`src/rtl/dpfifo_pkg.sv`:
```
// Shared constants for the dual-port-memory FIFO controller.
// Defaults describe the ADDR_SIZE=4 build; modules derive their own sizes from parameters.
package dpfifo_pkg;
  localparam int DEF_ADDR_SIZE = 4;
  localparam int DEPTH         = 2 ** DEF_ADDR_SIZE;
  localparam int PTR_W         = DEF_ADDR_SIZE + 1;
  localparam int OCC_W         = DEF_ADDR_SIZE + 2;
  localparam int BUF_DEPTH     = 2;
  localparam int CNT_W         = 2;
endpackage

```
`src/rtl/dpfifo_out_buf.sv`:
```
// 2-entry register FIFO that holds words returned by the memory and presents
// the head word first-word-fall-through to the consumer.
module dpfifo_out_buf import dpfifo_pkg::*; #(
  parameter int DATA_SIZE = 16
) (
  input  logic                 clk,
  input  logic                 reset,
  input  logic                 wr,
  input  logic [DATA_SIZE-1:0] wr_data,
  input  logic                 rd,
  output logic [CNT_W-1:0]     buf_cnt,
  output logic [DATA_SIZE-1:0] head_data,
  output logic                 head_valid
);
  logic [DATA_SIZE-1:0] d0, d1;

  assign head_data  = d0;
  assign head_valid = (buf_cnt != '0);

  always_ff @(posedge clk or negedge reset) begin
    if (!reset) begin
      d0      <= '0;
      d1      <= '0;
      buf_cnt <= '0;
    end else begin
      buf_cnt <= buf_cnt + CNT_W'(wr) - CNT_W'(rd);
      // d0 is always the head; d1 only holds a second word when two are queued
      if (wr && rd) begin
        if (buf_cnt == CNT_W'(BUF_DEPTH)) begin
          d0 <= d1;
          d1 <= wr_data;
        end else begin
          d0 <= wr_data;
        end
      end else if (wr) begin
        if (buf_cnt == '0) d0 <= wr_data;
        else               d1 <= wr_data;
      end else if (rd) begin
        d0 <= d1;
      end
    end
  end
endmodule

```
`src/rtl/dpmem_fifo_ctrl.sv`:
```
// Valid/ready FIFO controller around an external simple dual-port memory (1-cycle read).
// Optional almost_full/almost_empty flags when DPFIFO_ALMOST_FLAGS_EN is defined.
module dpmem_fifo_ctrl import dpfifo_pkg::*; #(
  parameter int DATA_SIZE = 16,
  parameter int ADDR_SIZE = 4
`ifdef DPFIFO_ALMOST_FLAGS_EN
  ,
  parameter int AF_LEVEL  = (2 ** ADDR_SIZE) - 2,
  parameter int AE_LEVEL  = 2
`endif
) (
  input  logic                 clk,
  input  logic                 reset,
  input  logic                 in_valid,
  output logic                 in_ready,
  input  logic [DATA_SIZE-1:0] in_data,
  output logic                 out_valid,
  input  logic                 out_ready,
  output logic [DATA_SIZE-1:0] out_data,
  output logic                 mem_wr_en,
  output logic [ADDR_SIZE-1:0] mem_wr_adr,
  output logic [DATA_SIZE-1:0] mem_dat_in,
  output logic [ADDR_SIZE-1:0] mem_rd_adr,
  input  logic [DATA_SIZE-1:0] mem_dat_out,
  output logic [ADDR_SIZE+1:0] occ
`ifdef DPFIFO_ALMOST_FLAGS_EN
  ,
  output logic                 almost_full,
  output logic                 almost_empty
`endif
);
  localparam int MDEPTH = 2 ** ADDR_SIZE;
  localparam int PW     = ADDR_SIZE + 1;
  localparam int OW     = ADDR_SIZE + 2;

  logic [PW-1:0]    wr_ptr, rd_ptr, mem_cnt;
  logic             rd_pend, rdy_en, push, pop, rd;
  logic [CNT_W-1:0] buf_cnt;
  logic [OW-1:0]    occ_nxt;

  assign in_ready   = rdy_en && (mem_cnt != PW'(MDEPTH));
  assign push       = in_valid && in_ready;
  assign pop        = out_valid && out_ready;
  assign mem_wr_en  = push;
  assign mem_wr_adr = wr_ptr[ADDR_SIZE-1:0];
  assign mem_dat_in = in_data;
  assign mem_rd_adr = rd_ptr[ADDR_SIZE-1:0];

  // Issue a read only if the buffer will have room once the in-flight word lands
  assign rd = (mem_cnt != '0) &&
              (({1'b0, buf_cnt} + {2'b00, rd_pend}) < (3'(BUF_DEPTH) + {2'b00, pop}));

  // Every word moves between memory, in-flight and buffer; only push/pop change the total
  assign occ_nxt = occ + OW'(push) - OW'(pop);

  always_ff @(posedge clk or negedge reset) begin
    if (!reset) begin
      wr_ptr  <= '0;
      rd_ptr  <= '0;
      mem_cnt <= '0;
      rd_pend <= 1'b0;
      rdy_en  <= 1'b0;
      occ     <= '0;
    end else begin
      rdy_en  <= 1'b1;
      if (push) wr_ptr <= wr_ptr + 1'b1;
      if (rd)   rd_ptr <= rd_ptr + 1'b1;
      mem_cnt <= mem_cnt + PW'(push) - PW'(rd);
      rd_pend <= rd;
      occ     <= occ_nxt;
    end
  end

`ifdef DPFIFO_ALMOST_FLAGS_EN
  always_ff @(posedge clk or negedge reset) begin
    if (!reset) begin
      almost_full  <= 1'b0;
      almost_empty <= 1'b1;
    end else begin
      almost_full  <= (int'(occ_nxt) >= AF_LEVEL);
      almost_empty <= (int'(occ_nxt) <= AE_LEVEL);
    end
  end
`endif

  dpfifo_out_buf #(.DATA_SIZE(DATA_SIZE)) u_out_buf (
    .clk       (clk),
    .reset     (reset),
    .wr        (rd_pend),
    .wr_data   (mem_dat_out),
    .rd        (pop),
    .buf_cnt   (buf_cnt),
    .head_data (out_data),
    .head_valid(out_valid)
  );
endmodule

```
`config.mk`:
```
export PLATFORM = sky130hd
export DESIGN_NAME = dpmem_fifo_ctrl
export DESIGN_NICKNAME = d
export VERILOG_FILES = /design/src/rtl/dpfifo_pkg.sv /design/src/rtl/dpfifo_out_buf.sv /design/src/rtl/dpmem_fifo_ctrl.sv
export SDC_FILE = /design/constraint.sdc
export NUM_CORES = 1
export LEC_CHECK = 0
export ABC_AREA = 1
export CAP_MARGIN = 5
export CORE_MARGIN = 2
export CORE_UTILIZATION = 40
export DETAILED_ROUTE_END_ITERATION = 10
export PLACE_DENSITY = 0.74
export SYNTH_ARGS = -nofsm -noshare
export SYNTH_HDL_FRONTEND = slang
export SYNTH_HIERARCHICAL = 1
export SYNTH_SLANG_ARGS = --single-unit
```
`constraint.sdc`:
```
create_clock -name clk -period 3 [get_ports clk]
set_input_delay 0.9 -clock clk [delete_from_list [all_inputs] [get_ports clk]]
set_output_delay 0.9 -clock clk [all_outputs]
set_load 0.02 [all_outputs]
```
Yosys cells after proc, flatten, opt, wreduce, memory -nomap -nowiden
Index checks and enable logic that the tools add are counted.
{"block": "word_totals", "regBits": 57, "word_cells": 46, "out_inout_bits": 49, "in_bits": 36}
{"block": "op_classes", "n_reduce_logical": 12, "n_lt_le_gt_ge": 1, "mux": 9, "eq_ne": 5, "n_addsub": 10}
{"operator": "16-bit 2-to-1 mux", "count": 9}
{"operator": "5-bit by 1-bit adder with 5-bit output (second input constant)", "count": 2}
{"operator": "6-bit by 1-bit adder with 6-bit output", "count": 1}
{"operator": "6-bit by 1-bit subtractor with 6-bit output", "count": 1}
{"operator": "5-bit by 1-bit adder with 5-bit output", "count": 1}
{"operator": "1-bit logical AND", "count": 5}
{"operator": "5-bit inequality test (second input constant)", "count": 1}
{"operator": "5-bit nonzero test", "count": 1}
{"operator": "5-bit by 1-bit subtractor with 5-bit output", "count": 1}
{"operator": "2-bit nonzero test", "count": 2}
{"operator": "2-bit by 1-bit adder with 3-bit output", "count": 1}
{"operator": "2-bit by 1-bit adder with 3-bit output (first input constant)", "count": 1}
{"operator": "3-bit less-than comparator", "count": 1}
{"operator": "3-bit by 1-bit inequality test with 1-bit output (second input constant)", "count": 1}
{"operator": "3-bit AND reduction", "count": 1}
{"operator": "3-bit nonzero test", "count": 1}
{"operator": "2-bit by 1-bit adder with 2-bit output", "count": 1}
{"operator": "2-bit equality test (second input constant)", "count": 1}
{"operator": "2-bit logical NOT", "count": 1}
{"operator": "2-bit by 1-bit inequality test with 1-bit output (second input constant)", "count": 1}
{"operator": "2-bit inequality test (second input constant)", "count": 1}
{"operator": "2-bit AND reduction", "count": 1}
{"operator": "2-bit by 1-bit subtractor with 2-bit output", "count": 1}

Longest topological paths before layout
{"block": "depth", "depth_word": 6, "ltp_mapped": 14, "mapped_depth_nobuf": 14}

By module
The synthesis kept the hierarchy.
{"module": "dpfifo_out_buf", "cells_each": 275, "seq_area_each_um2": 850.8, "area_each_um2": 2000.7, "instances": 1}
{"module": "dpmem_fifo_ctrl", "cells_each": 160, "seq_area_each_um2": 525.5, "area_each_um2": 1421.4, "instances": 1}

Worst setup path before layout
Ideal clock, no wire load.
{"block": "synth_timing", "path_kind": "input to register", "start": "in out_ready", "end": "reg mem_cnt[4]", "arrival_ns": 2.467, "setup_ns": 0.079, "setup_slack_ns": 0.454, "path_buffers": 0, "required_ns": 2.921, "cell_stages": 12, "path_cell_list": "nand3_1 -> nand2_1 -> nand3_2 -> inv_1 -> ha_1 -> inv_1 -> ha_1 -> inv_1 -> fa_1 -> nand3b_1 -> nand2_1 -> xor2_1"}
{"block": "synth_between", "elab_chain_len": 5}
{"item": "start: declaration", "line": "dpmem_fifo_ctrl.sv:18", "rtl": "input logic out_ready,"}
{"item": "1-bit logical AND", "line": "dpmem_fifo_ctrl.sv:43", "rtl": "assign pop = out_valid && out_ready;"}
{"item": "2-bit by 1-bit adder with 3-bit output", "line": "dpmem_fifo_ctrl.sv:51", "rtl": "(({1'b0, buf_cnt} + {2'b00, rd_pend}) < (3'(BUF_DEPTH) + {2'b00, pop}));"}
{"item": "3-bit less-than comparator", "line": "dpmem_fifo_ctrl.sv:51"}
{"item": "1-bit logical AND", "line": "dpmem_fifo_ctrl.sv:50", "rtl": "assign rd = (mem_cnt != '0) &&"}
{"item": "via rd", "line": "dpmem_fifo_ctrl.sv:37", "rtl": "logic rd_pend, rdy_en, push, pop, rd;"}
{"item": "5-bit by 1-bit subtractor with 5-bit output", "line": "dpmem_fifo_ctrl.sv:68", "rtl": "mem_cnt <= mem_cnt + PW'(push) - PW'(rd);"}
{"item": "end signal: assignment", "line": "dpmem_fifo_ctrl.sv:68"}
{"item": "end: declaration", "line": "dpmem_fifo_ctrl.sv:36", "rtl": "logic [PW-1:0] wr_ptr, rd_ptr, mem_cnt;"}
The timed path passes the listed nets, and every way through them passes these cells.
A chain may end at the register's enable or synchronous reset.

Worst setup path in the final report
{"block": "layout_timing", "start": "in in_valid", "end": "out mem_wr_en"}
{"block": "layout_between", "elab_chain_len": 1}
{"item": "start: declaration", "line": "dpmem_fifo_ctrl.sv:14", "rtl": "input logic in_valid,"}
{"item": "1-bit logical AND", "line": "dpmem_fifo_ctrl.sv:42", "rtl": "assign push = in_valid && in_ready;"}
{"item": "end: declaration", "line": "dpmem_fifo_ctrl.sv:20", "rtl": "output logic mem_wr_en,"}
No other way between the ends.

==> results.md <==
- CTS Buf Count: 5
- Dominant cells by area after synthesis: dfrtp_1 (40%), nand2_1 (16%), ha_1 (7.7%)
- Syn Std Cell Area: between 3000 and 4000 µm²
- Final setup violation count: 0
- Drt initial violations: 169
- Antenna violations before repair: 0
- Hold WC Path Type: flip-flop to flip-flop
- Unique masters post-synth: 31
- Pwr/cell area: 1220 nW/µm²
- Root Driver: clkbuf_8
- Worst path cell trace: clkdlybuf4s50_1 > inv_1 > nor2_4 > dlygate4sd2_1
- Worst endpoint required time: 2100 ps
- Fin. max-slew vios: 0
- Synth async-reset ratio: 1.00
- DRT antenna net count: 0
- Mapped Cells: 435
- Htree depth: 2
- Max_cap viols: 0
- Worst path max stage delay: 480 ps
- Die area: 9310 µm²
- CTS tree: done
- Pleak: 0.00207 µW
- Routed vias/inst: 4.94
- Main synth FF type: dfrtp_1
- Largest net degree at the start of global routing: 37
- Setup crit end kind: output pin
- CTS Sinks: 55
- R2r setup slk: approximately 470 ps
- Initial Util: 0.414
- Routed via count: 2850
- Post-synth top area share: 0.402
- DRC: 0
- Critical path type: input port to output pin
- Hold buffer count at cts: 0
- Tmin final: 2790 ps
- Total congestion overflow: 0
- Outcome: completed
- Clock skew: 4.86 ps
- Die X-Extent: 96.5 µm
- Crit start category: input port
- Post-Syn Nets: between 400 and 500
- Final WS setup: ~210 ps
- Worst Tran Pin Value: between 1000 and 1500 ps
- Die Y: 96.5 µm
- Final Hold Fails: 0
- Mean Syn Cell Area: 7.87 µm²
- Core ar.: 8260 µm²
- Clock-pin slew on the worst setup and hold paths: roughly 90 ps
- Worst Path Max Fanout: 2
- First-pass GRT wire length: 12000 µm
- Port bufs: 52
- Clock tree buffer depth: 2
- Worst VDD drop: roughly 0.39 mV
- # diodes: 0
- Initial DRT Pass Iterations: 4
- DP HPWL: about 5300 µm
- Global-route usage over all layers: 0.164
- Pre-CTS setup slack: -78.6 ps
- Drt total wl: 7160 µm
- Num ports: 85
- Yosys reg bits: between 50 and 60
- Sequential fraction of the synthesis area: 0.402
- Yosys top cell by area: dfrtp_1
- Area grow syn2layout: 17.5%
- Critical-path top delay cell: clkdlybuf4s50_1
- GP Congestion: 0.797
- Share of post-route cells with drive strength above 1: 0.0657
- EDFF count, synth: 0
- Worst-Skew Late Latency: 300 ps
- FMAX: 358 MHz
- DR WL/cell: 12.4 µm
- Vias in the first global route: ~2600
- RSZ-0062 raised after global routing: no
- Slew headroom: 0.307
- Placement Rows: 33
- Ys Warns: 6
- Hold slack: ~500 ps
- Final period util: 0.930
- Nets: 532
- Worst Path Arrival: 1890 ps
critical path: cells and delay by family:
kind                   cells  cell delay [ps]
buffers and inverters      3              890
and+or+nand+nor            1              100
report_power, final:
| group | switching [µW] | total (µW) | internal [µW] |
|---|---|---|---|
| sequential | 297 | 1440 | 1140 |
| clock | 226 | 382 | 157 |
| combinational | 1780 | 3100 | 1320 |
| total | 2310 | 4930 | 2620 |
state kept, by name, indices dropped and copies added (netlist names):
| register | cells |
|---|---|
| rd_pend | 1 |
| u_out_buf/buf_cnt | 2 |
| rdy_en | 1 |
| occ | 6 |
| mem_cnt | 5 |
| u_out_buf/d1 | 16 |
| u_out_buf/head_data | 16 |
| rd_ptr | 4 |
| wr_ptr | 4 |
metal layers:
| metal | vias to the layer above | GRT usage | share of wire |
|---|---|---|---|
| met5 | - | 0 | 0 |
| met2 | 73 | 0.264 | 0.46 |
| met3 | 14 | 0.0326 | 0.061 |
| li1 | 1424 | - | - |
| met1 | 1339 | 0.218 | 0.46 |
| met4 | 0 | 0.0622 | 0.019 |
worst paths after layout:
kind	startpoint	end	cells past startpoint
min reg2reg	u_out_buf/head_data[15]	u_out_buf/head_data[15]	2
max in group asynchronous	reset	u_out_buf/d1[8]	2
min	u_out_buf/head_data[15]	u_out_buf/head_data[15]	2
min in group asynchronous	reset	rd_ptr[1]	1
max	in_valid	mem_wr_en	4
max reg2reg	u_out_buf/buf_cnt[0]	mem_cnt[4]	13
cells by family (layout without fill, tap and decap cells):
| logic type | count (synthesis) | count (layout) | synth area share |
|---|---|---|---|
| fa+ha+maj | 23 | 23 | 0.0885 |
| buf+inv | 99 | 136 | 0.136 |
| simple gates | 203 | 203 | 0.261 |
| xor+xnor | 12 | 12 | 0.0307 |
| compound gates | 42 | 42 | 0.0804 |
| other cells | 1 | 1 | 0.00110 |
| flops | 55 | 55 | 0.402 |
cell usage after synthesis, types with 2 or more instances:
library cell  count
buf_2             9
nand3_1          38
nand3_2           3
inv_2             2
o21ai_0          17
nand3b_1          3
buf_6             3
clkbuf_1          3
xor2_1            4
nor2_4            2
inv_1            65
nand4_1           5
buf_4            16
a21oi_1           5
dfrtp_1          55
xnor2_1           8
nand2_2           2
fa_1              2
nand2_1         146
ha_1             21
o211ai_1         16
stage by stage:
stage,setup TNS [ps],cells,util,total power [µW],cell area (µm²)
after floorplan,0,435,-,3640,3420
after global placement,-85.0,571,0.478,4450,3950
after detailed placement,-164,571,0.478,4580,3950
after CTS,0,577,0.487,4980,4020
after global routing,0,577,0.487,5420,4020
final,0,577,0.487,4930,4020
placed cells by master (no fill, tap or decap), drive strengths merged, types with 2 or more instances in the layout:
| cell | netlist | layout |
|---|---|---|
| a21oi | 6 | 6 |
| buf | 29 | 12 |
| clkbuf | 3 | 6 |
| clkdlybuf4s50 | 0 | 50 |
| dfrtp | 55 | 55 |
| fa | 2 | 2 |
| ha | 21 | 21 |
| inv | 67 | 67 |
| nand2 | 148 | 148 |
| nand3 | 42 | 42 |
| nand3b | 3 | 3 |
| nand4 | 5 | 5 |
| nor2 | 3 | 3 |
| o211ai | 16 | 16 |
| o21ai | 19 | 19 |
| or2 | 2 | 2 |
| xnor2 | 8 | 8 |
| xor2 | 4 | 4 |
final cells by class:
cell class | instances | area (µm²)
clock buffer | 6 | 72.6
inverter | 67 | 251
tap | 105 | 131
multi-input combinational | 281 | 1580
sequential | 55 | 1380
fill | 794 | 4240
timing repair buffer | 63 | 609
timing repair:
item                       4_1_cts  5_1_grt
resized for setup                1        0
setup endpoints to repair        1        0
buffers inserted                 0        0
Power figures use the tool's default switching activity.
